[src/rtl/thin_window_feeder_if.sv]
// Stream bundle for thin_window_feeder: raster word input and registered top/center/bottom window output.
// master drives the input words and out_ready; slave is the feeder itself.
interface thin_window_feeder_if #(
    parameter int WORDS_PER_ROW = 10,
    parameter int ROWS          = 240
);
    localparam int RW = $clog2(ROWS);
    localparam int CW = $clog2(WORDS_PER_ROW);

    logic          in_valid;
    logic          in_ready;
    logic [31:0]   in_data;
    logic          in_sof;

    logic          out_valid;
    logic          out_ready;
    logic [31:0]   out_top;
    logic [31:0]   out_center;
    logic [31:0]   out_bottom;
    logic [RW-1:0] out_row;
    logic [CW-1:0] out_col;
    logic          out_eof;

    modport master (
        output in_valid, in_data, in_sof, out_ready,
        input  in_ready, out_valid, out_top, out_center, out_bottom, out_row, out_col, out_eof
    );

    modport slave (
        input  in_valid, in_data, in_sof, out_ready,
        output in_ready, out_valid, out_top, out_center, out_bottom, out_row, out_col, out_eof
    );
endinterface

[src/rtl/thin_window_feeder.sv]
// Row-window builder feeding the ALU thinning inputs A/B/C from a 32-px-per-word raster.
// Define THIN_BORDER_PAD_EN to also emit zero-padded windows for center rows 0 and ROWS-1 (adds FLUSH).
module thin_window_feeder #(
    parameter int WORDS_PER_ROW = 10,
    parameter int ROWS          = 240
) (
    input logic                 clk,
    input logic                 reset_n,
    thin_window_feeder_if.slave bus
);
    localparam int RW = $clog2(ROWS);
    localparam int CW = $clog2(WORDS_PER_ROW);
    localparam logic [RW-1:0] LAST_ROW = RW'(ROWS - 1);
    localparam logic [RW-1:0] ROW_ONE  = RW'(1);
    localparam logic [RW-1:0] ROW_TWO  = RW'(2);
    localparam logic [CW-1:0] LAST_COL = CW'(WORDS_PER_ROW - 1);
    localparam logic [CW-1:0] COL_ONE  = CW'(1);

`ifdef THIN_BORDER_PAD_EN
    localparam bit PAD_EN = 1'b1;
    typedef enum logic [1:0] {S_IDLE, S_STREAM, S_FLUSH} state_t;
`else
    localparam bit PAD_EN = 1'b0;
    typedef enum logic [1:0] {S_IDLE, S_STREAM} state_t;
`endif

    state_t        state_q, state_d;
    logic [RW-1:0] row_q;
    logic [CW-1:0] col_q;
    logic [31:0]   buf_top [WORDS_PER_ROW];
    logic [31:0]   buf_ctr [WORDS_PER_ROW];

    logic          out_valid_q;
    logic [31:0]   out_top_q, out_ctr_q, out_bot_q;
    logic [RW-1:0] out_row_q;
    logic [CW-1:0] out_col_q;
    logic          out_eof_q;

    logic          out_free, in_ready_c, accept, restart, take, last_word;
    logic [RW-1:0] cur_row;
    logic [CW-1:0] cur_col;
    logic          emit;
    logic [31:0]   win_top, win_ctr, win_bot;
    logic [RW-1:0] win_row;
    logic [CW-1:0] win_col;
    logic          win_eof;

    always_ff @(posedge clk or negedge reset_n) begin
        if (!reset_n) state_q <= S_IDLE;
        else          state_q <= state_d;
    end

    always_comb begin
        state_d = state_q;
        case (state_q)
            S_IDLE:   if (restart) state_d = S_STREAM;
`ifdef THIN_BORDER_PAD_EN
            S_FLUSH:  if (out_free && col_q == LAST_COL) state_d = S_IDLE;
`endif
            default:  state_d = state_q;
        endcase
        if (last_word) state_d = PAD_EN ? state_t'(2) : S_IDLE;
    end

    // An accepted in_sof always re-anchors the word at row 0, col 0, whatever the state.
    always_comb begin
        out_free   = !out_valid_q || bus.out_ready;
        in_ready_c = out_free;
`ifdef THIN_BORDER_PAD_EN
        if (state_q == S_FLUSH) in_ready_c = 1'b0;
`endif
        accept    = bus.in_valid && in_ready_c;
        restart   = accept && bus.in_sof;
        take      = restart || (accept && state_q == S_STREAM);
        cur_row   = restart ? '0 : row_q;
        cur_col   = restart ? '0 : col_q;
        last_word = take && (cur_row == LAST_ROW) && (cur_col == LAST_COL);

        emit    = 1'b0;
        win_top = '0;
        win_ctr = '0;
        win_bot = '0;
        win_row = '0;
        win_col = '0;
        win_eof = 1'b0;
        if (take && cur_row >= ROW_TWO) begin
            emit    = 1'b1;
            win_top = buf_top[cur_col];
            win_ctr = buf_ctr[cur_col];
            win_bot = bus.in_data;
            win_row = cur_row - ROW_ONE;
            win_col = cur_col;
            win_eof = last_word && !PAD_EN;
        end
`ifdef THIN_BORDER_PAD_EN
        else if (take && cur_row == ROW_ONE) begin
            emit    = 1'b1;
            win_ctr = buf_ctr[cur_col];
            win_bot = bus.in_data;
            win_col = cur_col;
        end
        if (state_q == S_FLUSH && out_free) begin
            emit    = 1'b1;
            win_top = buf_top[col_q];
            win_ctr = buf_ctr[col_q];
            win_row = LAST_ROW;
            win_col = col_q;
            win_eof = (col_q == LAST_COL);
        end
`endif
    end

    always_ff @(posedge clk or negedge reset_n) begin
        if (!reset_n) begin
            row_q <= '0;
            col_q <= '0;
        end else if (take) begin
            if (last_word) begin
                row_q <= '0;
                col_q <= '0;
            end else if (cur_col == LAST_COL) begin
                row_q <= cur_row + ROW_ONE;
                col_q <= '0;
            end else begin
                row_q <= cur_row;
                col_q <= cur_col + COL_ONE;
            end
        end
`ifdef THIN_BORDER_PAD_EN
        else if (state_q == S_FLUSH && out_free) begin
            col_q <= (col_q == LAST_COL) ? '0 : col_q + COL_ONE;
        end
`endif
    end

    // Row buffers need no reset: emission is gated on the row counter, so stale words never leave.
    always_ff @(posedge clk) begin
        if (take) begin
            buf_top[cur_col] <= buf_ctr[cur_col];
            buf_ctr[cur_col] <= bus.in_data;
        end
    end

    always_ff @(posedge clk or negedge reset_n) begin
        if (!reset_n) begin
            out_valid_q <= 1'b0;
            out_top_q   <= '0;
            out_ctr_q   <= '0;
            out_bot_q   <= '0;
            out_row_q   <= '0;
            out_col_q   <= '0;
            out_eof_q   <= 1'b0;
        end else if (emit) begin
            out_valid_q <= 1'b1;
            out_top_q   <= win_top;
            out_ctr_q   <= win_ctr;
            out_bot_q   <= win_bot;
            out_row_q   <= win_row;
            out_col_q   <= win_col;
            out_eof_q   <= win_eof;
        end else if (bus.out_ready) begin
            out_valid_q <= 1'b0;
        end
    end

    assign bus.in_ready   = in_ready_c;
    assign bus.out_valid  = out_valid_q;
    assign bus.out_top    = out_top_q;
    assign bus.out_center = out_ctr_q;
    assign bus.out_bottom = out_bot_q;
    assign bus.out_row    = out_row_q;
    assign bus.out_col    = out_col_q;
    assign bus.out_eof    = out_eof_q;
endmodule
[src/flat_wrapper.sv]
// flat-port wrapper written by rule: the top's interface ports become plain ports
module thin_window_feeder_flat 
#(
    parameter int WORDS_PER_ROW = 10,
    parameter int ROWS          = 240
)
  (clk, reset_n, bus_in_valid, bus_in_data, bus_in_sof, bus_out_ready, bus_in_ready, bus_out_valid, bus_out_top, bus_out_center, bus_out_bottom, bus_out_row, bus_out_col, bus_out_eof);
  thin_window_feeder_if #(.WORDS_PER_ROW(WORDS_PER_ROW), .ROWS(ROWS)) bus_i ();
  input logic clk;
  input logic reset_n;
  input wire logic [$bits(bus_i.in_valid)-1:0] bus_in_valid;
  input wire logic [$bits(bus_i.in_data)-1:0] bus_in_data;
  input wire logic [$bits(bus_i.in_sof)-1:0] bus_in_sof;
  input wire logic [$bits(bus_i.out_ready)-1:0] bus_out_ready;
  output wire logic [$bits(bus_i.in_ready)-1:0] bus_in_ready;
  output wire logic [$bits(bus_i.out_valid)-1:0] bus_out_valid;
  output wire logic [$bits(bus_i.out_top)-1:0] bus_out_top;
  output wire logic [$bits(bus_i.out_center)-1:0] bus_out_center;
  output wire logic [$bits(bus_i.out_bottom)-1:0] bus_out_bottom;
  output wire logic [$bits(bus_i.out_row)-1:0] bus_out_row;
  output wire logic [$bits(bus_i.out_col)-1:0] bus_out_col;
  output wire logic [$bits(bus_i.out_eof)-1:0] bus_out_eof;
  assign bus_i.in_valid = bus_in_valid;
  assign bus_i.in_data = bus_in_data;
  assign bus_i.in_sof = bus_in_sof;
  assign bus_i.out_ready = bus_out_ready;
  assign bus_in_ready = bus_i.in_ready;
  assign bus_out_valid = bus_i.out_valid;
  assign bus_out_top = bus_i.out_top;
  assign bus_out_center = bus_i.out_center;
  assign bus_out_bottom = bus_i.out_bottom;
  assign bus_out_row = bus_i.out_row;
  assign bus_out_col = bus_i.out_col;
  assign bus_out_eof = bus_i.out_eof;
  thin_window_feeder #(.WORDS_PER_ROW(WORDS_PER_ROW), .ROWS(ROWS)) u_core (.clk(clk), .reset_n(reset_n), .bus(bus_i));
endmodule
[config.mk]
export PLATFORM = sky130hd
export DESIGN_NAME = thin_window_feeder_flat
export DESIGN_NICKNAME = d
export VERILOG_FILES = /design/src/rtl/thin_window_feeder_if.sv /design/src/rtl/thin_window_feeder.sv /design/src/flat_wrapper.sv
export SDC_FILE = /design/constraint.sdc
export NUM_CORES = 1
export LEC_CHECK = 0
export ABC_AREA = 1
export CAP_MARGIN = 20
export CORE_ASPECT_RATIO = 1.1
export CORE_MARGIN = 1
export CORE_UTILIZATION = 65
export CTS_CLUSTER_DIAMETER = 100
export DETAILED_ROUTE_END_ITERATION = 10
export HOLD_SLACK_MARGIN = 0.12
export PLACE_DENSITY_LB_ADDON = 0.25
export SLEW_MARGIN = 5
export SYNTH_ARGS = -nofsm -noshare
export SYNTH_HDL_FRONTEND = slang
export SYNTH_SLANG_ARGS = --single-unit
export TNS_END_PERCENT = 50
[constraint.sdc]
create_clock -name clk -period 13.6 [get_ports clk]
set_input_delay 2.72 -clock clk [delete_from_list [all_inputs] [get_ports clk]]
set_output_delay 2.72 -clock clk [all_outputs]
set_load 0.01 [all_outputs]
==> results.txt, run 1 <==
The maximum vdd ir drop came out at approximately 0.13 mV. The classification of the worst-slack hold path is reg2reg. At the worst endpoint, the required time is roughly 14 ns. The leakage power is approximately 16 nW. The die covers just under 0.05 sq mm. Setup slack closes at between 6 and 7 ns.

The number of distinct library cells after synthesis is 35. The clock latency at the later pin of the worst-skew pair came out at about 0.6 ns. The worst hold slack came out at roughly 0.48 ns.

The share of the core filled with cells in the final layout is 0.751. The slew at the pin with the worst max-slew slack came out at 1.05 ns. Averaged over all synthesized cells, the footprint is approximately 10 sq um. The aggregate global routing overflow came out at 0. The synthesized netlist cell count is 3,043. The capture point of the worst reg-to-reg path is u_core.buf_ctr[6][6]. The post-synthesis instance area came out at approximately 0.032 sq mm. The CTS buffer count came out at 72.

The count of cells resized by post-cts repair came out at 0. The number of enable-type register cells in the synthesized netlist is between 600 and 700. The average wire per standard cell came out at 19.6 microns. Summing all multi-input logic gate instances after layout gives 0.00756 sq mm. The all-layer global routing usage came out at 0.314.

The library cell used most frequently in the layout, excluding fill and tap cells, is sky130_fd_sc_hd__nand2_1. STA puts the critical path data arrival time at 7.23 ns. Detailed routing inserted a total of ~22,000 vias. For this block, the routed nets add up to 76.0 mm of wire. The detail route stage leaves a number of antenna-violating nets equal to 0. The number of setup buffers added after CTS is 0. After floorplanning, the core was divided into 84 placement rows. Along the worst path, the maximum fanout reaches 68.

For the finished layout, the period the worst path requires is roughly 7 ns. The worst hold path depth came out at 2. The floorplan core area is 0.0479 sq mm. The die extent in y is roughly 230 microns. The count of cells in the finished layout, fillers not included, comes to about 3,900. In the final layout, the share of cells above drive strength 1 is 0.0605. After filler insertion, the fill cell instance count of the layout stands at around 3,000. The first-pass detailed-route iteration total came out at 6.

The number of antenna violations at the first check in global routing was 1. The worst register-to-register path has a depth of 9. In this run the clock root is driven by a sky130_fd_sc_hd__clkbuf_16. The clock arrives with ~0.026 ns of skew.

The top-level port count came out at between 100 and 150. Once placement completed, the tool counted placed cells totaling between 3,000 and 4,000. In the routed layout, each cell is associated on average with a via count of roughly 5.6. Setup repair after global routing left no endpoint under its margin. The startpoint identified for the worst register-to-register timing path is u_core.bus.out_valid. The max-slew violation count is 0. The relative max-transition margin is 0.303. The sequential area share after synthesis came out at 0.704. The setup check on the worst reg-to-reg path leaves a slack of slightly below 9 ns.

The number of endpoints with negative hold slack in the final report came to 0. The number of warnings reported in the yosys synthesis log is 0. Leaving out fill and tap cells, the most frequent cells in the layout are sky130_fd_sc_hd__nand2_1, sky130_fd_sc_hd__edfxtp_1, sky130_fd_sc_hd__nor2_1, sky130_fd_sc_hd__inv_1, sky130_fd_sc_hd__clkdlybuf4s50_1. The final non-filler cell area is between 0.03 and 0.04 sq mm. The final layout contains ~3,200 nets.

The number of buffers added to fix hold violations after cts is 0. The TritonCTS sink count came out at between 700 and 800. For hold timing, the worst endpoint is u_core.bus.out_center[20].

The sum of negative setup slack is 0 ns. TritonCTS built the clock tree. The number of global-route vias before repair is 21,600. The clock-pin slew on the worst setup and hold paths came out at 0.06 ns. The pre-CTS worst setup slack is roughly 5.9 ns. The worst setup path is launched from an input pin.

After synthesis the netlist holds a flip-flop and latch count of roughly 760. The endpoint kind of the worst setup timing path is a flop. The highest clock frequency the design can meet came out at ~140 MHz. The synthesis-to-finish area growth came out at 13.7%. The total of max-cap violations is 0.

The final count of negative-setup-slack endpoints is 0. The critical path is of the in2reg type. In this run the most critical hold path is launched from u_core.bus.out_center[20]. The proportion of register bits with asynchronous set or reset after synthesis is 0.161. The final cycle utilization of the critical path came out at 0.516. Counting along the longest clock path gives a buffer depth of 3. Once detailed placement completed, the half-perimeter wirelength came to 41.6 mm. Entering global routing, the biggest net connects 94 pins. The antenna cell count came out at 0. The overall power of the completed layout came out at 8.51 mW. In the synthesized netlist the dominant register cell turns out to be sky130_fd_sc_hd__edfxtp_1. Input and output buffers added on the ports amount to 147. The post-synth net total came out at between 3,000 and 4,000.

The cell area reported after detailed placement is about 0.034 sq mm. Power spread over the standard cell area amounts to between 200 and 250 mW/mm^2. The flow ran to the end, and the final reports show no timing, DRC or antenna violations. The width of the die is between 200 and 250 microns. For this configuration, the core starts out at a cell density of 0.661. The deepest level of the CTS H-tree came out at 3.

For this run, design rule violations remaining after detail routing come to 0. The routability-driven placement congestion ratio is 0.867. The global-route wire length before repair is between 100 and 150 mm. In this run, the number of DRC markers left after iteration 0 of detailed routing was approximately 2,400. The register cell area after layout is 0.0223 sq mm.
[cell usage after synthesis, types with 2 or more instances]
master	instances	area share
sky130_fd_sc_hd__nand2_1	943	0.11
sky130_fd_sc_hd__nand3_4	3	0.0017
sky130_fd_sc_hd__dfrtp_1	123	0.097
sky130_fd_sc_hd__xor2_1	6	0.0017
sky130_fd_sc_hd__o22ai_1	2	0.00040
sky130_fd_sc_hd__ha_1	3	0.0012
sky130_fd_sc_hd__nand4_1	3	0.00059
sky130_fd_sc_hd__nor3_1	7	0.0011
sky130_fd_sc_hd__a21oi_1	2	0.00032
sky130_fd_sc_hd__clkbuf_1	35	0.0041
sky130_fd_sc_hd__buf_2	76	0.012
sky130_fd_sc_hd__nor2_4	2	0.00071
sky130_fd_sc_hd__buf_1	6	0.00071
sky130_fd_sc_hd__nand3_2	2	0.00063
sky130_fd_sc_hd__nand2_4	2	0.00071
sky130_fd_sc_hd__or2_2	23	0.0045
sky130_fd_sc_hd__nand2_2	5	0.00099
sky130_fd_sc_hd__o21ai_1	21	0.0033
sky130_fd_sc_hd__clkinv_1	7	0.00083
sky130_fd_sc_hd__nor2_1	565	0.067
sky130_fd_sc_hd__o21ai_0	54	0.0085
sky130_fd_sc_hd__buf_4	12	0.0028
sky130_fd_sc_hd__o211ai_1	25	0.0059
sky130_fd_sc_hd__nand3_1	143	0.023
sky130_fd_sc_hd__inv_2	6	0.00071
sky130_fd_sc_hd__inv_1	319	0.038
sky130_fd_sc_hd__edfxtp_1	640	0.61
[cell type report]
cell class | count | share of cell area
Clock buffer | 110 | 0.0592
Inverter | 332 | 0.0347
Clock inverter | 23 | 0.00553
Tap cell | 645 | 0.0224
Timing Repair Buffer | 180 | 0.0487
Multi-Input combinational cell | 1817 | 0.210
Sequential cell | 763 | 0.619
[report_power, final]
part	total [mW]	switching [mW]	leakage (nW)	internal, mW
combinational	3.00	2.14	7.07	0.859
clock	1.97	0.832	1.13	1.14
sequential	3.54	0.200	7.33	3.34
total	8.51	3.17	15.5	5.34
[per-layer routing]
| layer | vias up | track usage | part of all wire |
|---|---|---|---|
| li1 | 9976 | - | - |
| met5 | - | 0 | 0.00016 |
| met1 | 10200 | 0.411 | 0.38 |
| met3 | 178 | 0.0492 | 0.097 |
| met4 | 2 | 0.130 | 0.029 |
| met2 | 1233 | 0.528 | 0.50 |
[worst max-delay path, cell delays in order]
cell                              delay [ns]
sky130_fd_sc_hd__clkdlybuf4s50_1        0.41
sky130_fd_sc_hd__inv_2                  0.07
sky130_fd_sc_hd__nand2_4                0.06
sky130_fd_sc_hd__nand3_4                0.37
sky130_fd_sc_hd__buf_4                  0.70
sky130_fd_sc_hd__nand2_2                0.27
sky130_fd_sc_hd__nor2_4                 0.14
sky130_fd_sc_hd__buf_4                  0.72
sky130_fd_sc_hd__inv_1                  0.36
sky130_fd_sc_hd__nor2_4                 0.58
sky130_fd_sc_hd__buf_4                  0.73
[flip-flops by register name, summed over array words and instances (netlist names), 4 cells and up]
register,flops
u_core.buf_ctr,320
u_core.buf_top,320
u_core.bus.out_bottom,32
u_core.bus.out_center,32
u_core.bus.out_top,32
u_core.bus.out_row,8
u_core.row_q,8
u_core.bus.out_col,4
u_core.col_q,4
[cell families after synthesis]
group,count (synthesis),share of synthesized area
and+or+nand+nor,1700,0.213
AOI/OAI and AO/OA,108,0.0198
adders and majority gates,3,0.00119
buffers and inverters,463,0.0599
DFF,763,0.704
xor gates and xnor gates,6,0.00166
[how the worst max path moves through the flow]
stage | startpoint | end | slack (ns)
after global placement | bus_out_ready | u_core.buf_top[5][23] | 5.92
final | bus_out_ready | u_core.buf_ctr[6][6] | 6.58
after global routing | bus_out_ready | u_core.buf_ctr[6][6] | 6.44
after floorplan | bus_out_ready | u_core.buf_ctr[4][0] | 4.97
after detailed placement | bus_out_ready | u_core.buf_top[5][21] | 5.86
after CTS | bus_out_ready | u_core.buf_top[5][21] | 6.47
No activity file was read; power rests on OpenSTA's default activity.
==> run 2: changes to the inputs <==
--- a/config.mk
+++ b/config.mk
@@ -9,7 +9,7 @@
 export CAP_MARGIN = 20
 export CORE_ASPECT_RATIO = 1.1
 export CORE_MARGIN = 1
-export CORE_UTILIZATION = 65
+export CORE_UTILIZATION = 54
 export CTS_CLUSTER_DIAMETER = 100
 export DETAILED_ROUTE_END_ITERATION = 10
 export HOLD_SLACK_MARGIN = 0.12
==> constraint.sdc (replaced) <==
create_clock -name clk -period 5.9 [get_ports clk]
set_input_delay 1.18 -clock clk [delete_from_list [all_inputs] [get_ports clk]]
set_output_delay 1.18 -clock clk [all_outputs]
set_load 0.01 [all_outputs]
==> run 2 against run 1 <==
Critical path depth grew 1. Combinational power grew 140%. Clock skew grew 0.0063 ns. Core utilization shrank 12 points. Critical endpoint is now u_core.buf_top[7][10]. Largest power group unchanged. Highest routed layer unchanged.
==> results.txt, run 2 (synthesis gave the netlist of run 1 again) <==
The combined buffer and inverter count along the critical path is 3 (was 6). The final non-filler cell area is 0.0363 sq mm (was 0.0360 sq mm). The post-layout instance count excluding filler cells is 3,991 (was 3,870). The residual DRC count is 0 (unchanged). The relative max-transition margin came out at 0.324 (was 0.303). The hold path startpoint is u_core.bus.out_center[5] (was u_core.bus.out_center[20]).

The depth of the worst register-to-register path was 6 (was 9). The delay of the slowest cell on the worst path is 0.56 ns (was 0.73 ns). The total wire length after detailed routing came out at 78.9 mm (was 76.0 mm). The cell family with the largest share of critical-path delay is simple AND/OR/NAND/NOR gates (was buffers and inverters).

The endpoint kind of the worst setup timing path is a flop (unchanged). The largest clock skew in the final design came out at 0.0328 ns (was 0.0265 ns). The share of the core filled with cells in the final layout was 0.630 (was 0.751).

The post-route minimum period is roughly 4.0 ns. The routability-driven placement congestion ratio was 0.836 (was 0.867). The top-level port count came out at 148 (unchanged). The arrival time reported for the critical path endpoint is 4.30 ns (was 7.23 ns). The die area is 0.0596 sq mm (was 0.0496 sq mm).

The iteration-0 DRC count of the detailed router came out at 2,129 (was 2,400). The critical path launch point type is an input pin (unchanged). The classification of the worst-slack hold path is reg2reg (unchanged).

The CTS tree is done (unchanged). The library cell appearing most often on the critical path is sky130_fd_sc_hd__nand2_1 (was sky130_fd_sc_hd__buf_4). The clock-pin slew on the worst setup and hold paths is 0.06 ns (about the same). The cell area reported after detailed placement came to 0.0340 sq mm (was 0.0336 sq mm). The required arrival time at the worst endpoint came out at 6.20 ns (was 13.81 ns).

The path length in cells of the critical path came out at 12 (was 11). The total number of placement rows came out at 92 (was 84). Commonest cells after routing, fill and taps aside: sky130_fd_sc_hd__nand2_1, sky130_fd_sc_hd__edfxtp_1, sky130_fd_sc_hd__nor2_1, sky130_fd_sc_hd__inv_1, sky130_fd_sc_hd__clkdlybuf4s50_1 (unchanged).

The largest net degree at the start of global routing is 94 (unchanged). The timing startpoint of the critical path is bus_out_ready (unchanged). The start of the worst register-to-register path is u_core.col_q[0] (was u_core.bus.out_valid). The placed wire-length estimate after detailed placement came out at 43.6 mm (was 41.6 mm).

The highest clock frequency the design can meet came out at around 250 MHz. The register-to-register path setup slack came out at 2.37 ns (was 8.76 ns). The die extent in y is 256 microns (was 233 microns). The number of antenna violations at the first check in global routing was 1 (unchanged). The number of port buffers came out at 147 (unchanged).

The final cycle utilization of the critical path came out at 0.678. Cell Chain, Critical Path: clkdlybuf4s50_1 -> inv_2 -> nand2_4 -> nand3_4 -> nand2_4 -> buf_4 -> nand2_1 -> nand2_1 -> nand2_1 -> nand2_1 -> nand2_1 -> nand3_1 (was clkdlybuf4s50_1 -> inv_2 -> nand2_4 -> nand3_4 -> buf_4 -> nand2_2 -> nor2_4 -> buf_4 -> inv_1 -> nor2_4 -> buf_4). The slew at the pin with the worst max-slew slack came to 1.01 ns (was 1.05 ns).

The category of the most critical setup path is in2reg (unchanged). The deepest level of the CTS H-tree is 3 (unchanged). The maximum vdd ir drop was 0.493 mV (was 0.128 mV).

The effective utilization at floorplan came out at 0.549 (was 0.661). The synthesis-to-finish area growth was 14.7% (was 13.7%). The final count of negative-setup-slack endpoints came out at 0 (unchanged).

The overall power of the completed layout was 19.8 mW (was 8.51 mW). The first-pass detailed-route iteration total came out at 5 (was 6). The width of the die is 233 microns (was 212 microns). The all-layer global routing usage came out at 0.269 (was 0.314). The post-layout net count came out at 3,218 (was 3,206).

The global-route wire length before repair is 120 mm (was 117 mm). The count of cells resized by post-cts repair is 0 (unchanged). The multi-input logic area is 0.00757 sq mm (was 0.00756 sq mm).

Largest registers: u_core.buf_ctr x320, u_core.buf_top x320 (unchanged). The power density of the placed cells is 545 mW/mm^2 (was 236 mW/mm^2). The endpoint of the most critical setup path is u_core.buf_top[7][10] (was u_core.buf_ctr[6][6]). The capture point of the worst reg-to-reg path was u_core.buf_ctr[2][14] (was u_core.buf_ctr[6][6]).

The floorplan core area is 0.0577 sq mm (was 0.0479 sq mm). The highest net fanout along the worst path is 41 (was 68). The max-slew violation count was 0 (unchanged). The average wire per standard cell is 19.8 microns (was 19.6 microns). Outcome: finished, final reports clean (unchanged). The total placed cells including tap cells came out at 3,851 (was 3,735).

The number of setup buffers added after CTS came out at 0 (unchanged). The fill cell total of the finished layout came to 4,388 (was 2,994). The worst hold slack is 0.479 ns (was 0.480 ns). The number of endpoints with negative hold slack in the final report is 0 (unchanged).

The number of global-route vias before repair is 20,700 (was 21,600). The register cell area after layout was 0.0223 sq mm (unchanged). The leakage power is 15.6 nW (was 15.5 nW). The total of max-cap violations came out at 0 (unchanged). The layout cell share with drive strength beyond 1 is 0.0639 (was 0.0605). The highest-delay cell along the critical path is sky130_fd_sc_hd__nand2_4 (was sky130_fd_sc_hd__buf_4). The maximum buffer depth of the clock tree is 3 (unchanged). The number of nets still failing antenna checks after routing is 0 (unchanged). The CTS buffer count came out at 76 (was 72). The number of vias per cell came to 5.33 (was 5.58). The aggregate global routing overflow came out at 0 (unchanged). The clock latency at the later pin of the worst-skew pair came out at 0.61 ns (was 0.60 ns). RSZ-0062 raised after global routing: false (unchanged). The TritonCTS sink count came out at 763 (unchanged).

The most common cell after layout, fill and taps aside is sky130_fd_sc_hd__nand2_1 (unchanged). The number of buffers added to fix hold violations after cts came out at 0 (unchanged). The buffer type at the clock tree root is sky130_fd_sc_hd__clkbuf_16 (unchanged).

The detailed-route via count came out at 21,300 (was 21,600).
[run 2: cell types whose count changed in the layout (fill, tap and decap cells not counted), sizes merged]
cell,change
clkinvlp,+2
clkbuf,+2
clkinv,+5
inv,-3
buf,+8
diode,+1
bufinv,-1
[run 2: power by group]
| group | switching, mW | internal (mW) | total, mW | leakage [nW] |
|---|---|---|---|---|
| Clock | 1.97 | 2.61 | 4.58 | 1.14 |
| Combinational | 5.03 | 2.05 | 7.08 | 7.14 |
| Sequential | 0.449 | 7.69 | 8.14 | 7.33 |
[run 2: worst min path at each step]
stage,end,slack [ns],depth (start not counted)
6_report,u_core.bus.out_center[5],0.48,2
5_1_grt,u_core.bus.out_center[1],0.50,2
4_1_cts,u_core.bus.out_center[1],0.48,2
3_5_place_dp,u_core.bus.out_bottom[12],0.46,2
3_3_place_gp,u_core.bus.out_bottom[2],0.46,2
2_1_floorplan,u_core.state_q[0],0.47,2
[run 2: cell type report]
| type | count | area share |
|---|---|---|
| multi-input combinational | 1817 | 0.208 |
| clock buffer | 112 | 0.0592 |
| sequential | 763 | 0.614 |
| timing repair buffer | 188 | 0.0529 |
| inverter | 332 | 0.0344 |
| clock inverter | 26 | 0.00520 |
| tap | 752 | 0.0259 |
| antenna | 1 | 0.0000689 |
[run 2: worst reg2reg max path, stage by stage (launching register included)]
cell,delay [ns]
sky130_fd_sc_hd__dfrtp_4,0.73
sky130_fd_sc_hd__clkinv_2,0.39
sky130_fd_sc_hd__nand3_4,0.53
sky130_fd_sc_hd__inv_1,0.44
sky130_fd_sc_hd__nand2_1,0.20
sky130_fd_sc_hd__nor2_4,0.58
sky130_fd_sc_hd__buf_12,0.33
[run 2: per-stage QoR]
step / setup WS (ns) / setup TNS [ns]
2_1_floorplan: -1.19 / -293.46
3_3_place_gp: 1.33 / 0
3_5_place_dp: 1.26 / 0
4_1_cts: 1.87 / 0
5_1_grt: 1.72 / 0
6_report: 1.90 / 0
[run 2: per-layer routing]
metal | global-route usage | part of all wire | vias up
met3 | 0.0357 | 0.076 | 185
li1 | - | - | 10000
met5 | 0 | 0.00022 | -
met1 | 0.367 | 0.41 | 10200
met2 | 0.440 | 0.48 | 939
met4 | 0.0993 | 0.031 | 2
==> run 3: changes to the inputs <==
--- a/config.mk
+++ b/config.mk
@@ -9,7 +9,7 @@
 export CAP_MARGIN = 20
 export CORE_ASPECT_RATIO = 1.1
 export CORE_MARGIN = 1
-export CORE_UTILIZATION = 54
+export CORE_UTILIZATION = 60
 export CTS_CLUSTER_DIAMETER = 100
 export DETAILED_ROUTE_END_ITERATION = 10
 export HOLD_SLACK_MARGIN = 0.12
==> constraint.sdc (replaced) <==
create_clock -name clk -period 3.85 [get_ports clk]
set_input_delay 0.77 -clock clk [delete_from_list [all_inputs] [get_ports clk]]
set_output_delay 0.77 -clock clk [all_outputs]
set_load 0.01 [all_outputs]
==> run 3 against run 2 <==
Routed wire length fell by 1.0%. Sequential cell count did not move. Hold slack got worse by 0.31 ns. Clock power rose by 56%. Cell count fell by 1.5%. Critical endpoint is now u_core.bus.out_top[2]. Largest power group unchanged.
==> results.txt, run 3 (synthesis gave the netlist of run 1 again) <==
Outcome: finished, final reports clean (unchanged). The share of the core filled with cells in the final layout is 0.708 (was 0.630). The critical path launch point type is an input pin (unchanged). The total wire length after detailed routing was 78.1 mm (was 78.9 mm). The pre-CTS worst setup slack came out at 0.266 ns (was 1.26 ns).

The die extent in y is 243 microns (was 256 microns). The most common cell after layout, fill and taps aside is sky130_fd_sc_hd__nand2_1 (unchanged). The width of the die came out at 221 microns (was 233 microns).

The cell area reported after detailed placement is 0.0342 sq mm (was 0.0340 sq mm). The top-level port count came to 148 (unchanged). The placed wire-length estimate after detailed placement came out at 44.9 mm (was 43.6 mm).

The CTS buffer count is 77 (was 76). The first-pass detailed-route iteration total is 6 (was 5). The post-layout net count came out at 3,245 (was 3,218). The overall power of the completed layout came out at 30.7 mW (was 19.8 mW). The net switching power of the design was 11.5 mW (was 7.44 mW). The antenna cell count came out at 0 (was 1).

The delay of the slowest cell on the worst path came to 0.51 ns (was 0.56 ns). The detailed-route via count is 21,800 (was 21,300). The floorplan core area came out at 0.0517 sq mm (was 0.0577 sq mm). The average wire per standard cell came to 19.9 microns (was 19.8 microns). The global-route wire length before repair came out at 120 mm (unchanged). The start of the worst register-to-register path is u_core.col_q[0] (unchanged). The register-to-register path setup slack came out at 1.06 ns (was 2.37 ns). The effective utilization at floorplan is 0.612 (was 0.549). The post-route minimum period came out at 3.01 ns.

The cell family with the largest share of critical-path delay is buffers and inverters (was simple AND/OR/NAND/NOR gates). The buffer type at the clock tree root is sky130_fd_sc_hd__clkbuf_16 (unchanged). The worst-case setup margin in the final layout is 0.843 ns (was 1.90 ns). The residual DRC count is 0 (unchanged). The final cycle utilization of the critical path is 0.781. The number of buffers added to fix hold violations after cts came out at 0 (unchanged). The number of endpoints with negative hold slack in the final report is 0 (unchanged). Cell Chain, Critical Path: clkdlybuf4s50_1 -> inv_2 -> nand2_4 -> nand3_4 -> nand2_1 -> ha_1 -> a21oi_4 -> nand4_4 -> nand2_4 -> inv_4 -> buf_4 -> nor2_1 -> nor2_1 (was clkdlybuf4s50_1 -> inv_2 -> nand2_4 -> nand3_4 -> nand2_4 -> buf_4 -> nand2_1 -> nand2_1 -> nand2_1 -> nand2_1 -> nand2_1 -> nand3_1). The total number of placement rows is 87 (was 92). The final count of negative-setup-slack endpoints came to 0 (unchanged).

Largest registers: u_core.buf_ctr x320, u_core.buf_top x320 (unchanged). The depth of the worst register-to-register path came to 6 (unchanged). The highest-delay cell along the critical path is sky130_fd_sc_hd__inv_4 (was sky130_fd_sc_hd__nand2_4). The endpoint kind of the worst setup timing path was a flop (unchanged).

The CTS tree is done (unchanged). The maximum vdd ir drop was 0.650 mV (was 0.493 mV). The largest net degree at the start of global routing was 94 (unchanged). The highest clock frequency the design can meet is between 300 and 400 MHz. The number of global-route vias before repair is 21,900 (was 20,700).

The synthesis-to-finish area growth came out at 15.7% (was 14.7%). The count of cells resized by post-cts repair is 0 (unchanged). The highest net fanout along the worst path came out at 53 (was 41). The slew at the pin with the worst max-slew slack came out at 0.761 ns (was 1.01 ns).

The TritonCTS sink count came to 763 (unchanged). The deepest level of the CTS H-tree is 3 (unchanged). The internal cell power is 19.2 mW (was 12.4 mW). The max-slew violation count is 0 (unchanged). The die area came out at 0.0537 sq mm (was 0.0596 sq mm). The relative max-transition margin is 0.493 (was 0.324). The maximum buffer depth of the clock tree is 3 (unchanged). The number of setup buffers added after CTS is 0 (unchanged). The leakage power came out at 15.8 nW (was 15.6 nW). The clock latency at the later pin of the worst-skew pair came out at 0.62 ns (was 0.61 ns). The required arrival time at the worst endpoint is 4.38 ns (was 6.20 ns).

The sum of negative setup slack is 0 ns (unchanged). The combined buffer and inverter count along the critical path is 4 (was 3). The power density of the placed cells is 838 mW/mm^2 (was 545 mW/mm^2). The all-layer global routing usage is 0.295 (was 0.269). The category of the most critical setup path was in2reg (unchanged).

The number of vias per cell is 5.56 (was 5.33). Commonest cells after routing, fill and taps aside: sky130_fd_sc_hd__nand2_1, sky130_fd_sc_hd__edfxtp_1, sky130_fd_sc_hd__nor2_1, sky130_fd_sc_hd__inv_1, sky130_fd_sc_hd__clkdlybuf4s50_1 (unchanged). The largest clock skew in the final design came out at 0.0234 ns (was 0.0328 ns).

The number of antenna violations at the first check in global routing is 1 (unchanged). The classification of the worst-slack hold path is in2async (was reg2reg). The sequential power share is 0.407 (was 0.411). The final non-filler cell area came out at 0.0366 sq mm (was 0.0363 sq mm).

The total of max-cap violations came out at 0 (unchanged). The arrival time reported for the critical path endpoint came to 3.54 ns (was 4.30 ns). The routability-driven placement congestion ratio is 0.915 (was 0.836).

The number of port buffers is 147 (unchanged). The share of total power in combinational logic is 0.360 (was 0.358). The clock-pin slew on the worst setup and hold paths came out at 0.07 ns (was 0.06 ns). The iteration-0 DRC count of the detailed router came out at 2,339 (was 2,129). The capture point of the worst reg-to-reg path is u_core.buf_ctr[9][7] (was u_core.buf_ctr[2][14]).

The part of the total power dissipated in the clock network came out at 0.232 (was 0.231). RSZ-0062 raised after global routing: false (unchanged). The layout cell share with drive strength beyond 1 came out at 0.0741 (was 0.0639). The number of nets still failing antenna checks after routing came out at 0 (unchanged). The fraction of power spent switching nets came out at 0.374 (was 0.376).

The aggregate global routing overflow came to 0 (unchanged).
-- run 3: cell count changes in the layout (fill, tap and decap cells not counted), sizes merged --
cell	delta
clkinvlp	+1
buf	+26
inv	+2
diode	-1
clkinv	-1
clkbuf	-1
-- run 3: metrics by stage --
stage               std cells  hold WS [ns]
CTS                      3932         0.194
finish                   3932         0.165
detailed placement       3793         0.465
global route             3932         0.220
floorplan                3043         0.465
global placement         3793         0.463
-- run 3: how the worst max path moves through the flow --
stage / from / end / slack [ns] / depth (start not counted)
after floorplan: bus_out_ready / u_core.row_q[1] / -0.98 / 11
after global placement: bus_out_ready / u_core.bus.out_top[2] / 0.37 / 13
after detailed placement: bus_out_ready / u_core.bus.out_eof / 0.27 / 13
after CTS: bus_out_ready / u_core.bus.out_top[2] / 0.86 / 13
after global routing: bus_out_ready / u_core.bus.out_top[2] / 0.65 / 13
final: bus_out_ready / u_core.bus.out_top[2] / 0.84 / 13
-- run 3: layout make-up --
class	count	area (sq um)
Inverter	332	1250
Tap cell	667	835
Fill cell	3514	15100
Multi-Input combinational cell	1817	7590
Clock buffer	111	2190
Sequential cell	763	22300
Clock inverter	28	214
Timing Repair Buffer	214	2250
-- run 3: power groups by stage --
stage / Combinational [mW] / Clock, mW / Sequential, mW
after CTS: 11.0 / 7.19 / 12.5
final: 11.1 / 7.13 / 12.5
after global placement: 10.6 / 0 / 12.6
after floorplan: 6.21 / 0 / 12.7
after detailed placement: 10.9 / 0 / 12.6
after global routing: 12.1 / 7.50 / 12.6
-- run 3: routing by layer --
metal,vias up,share of wire,global-route usage
met4,0,0.032,0.122
met1,10500,0.39,0.387
met3,177,0.090,0.0384
met5,-,0,0
met2,1110,0.49,0.503
li1,10100,-,-
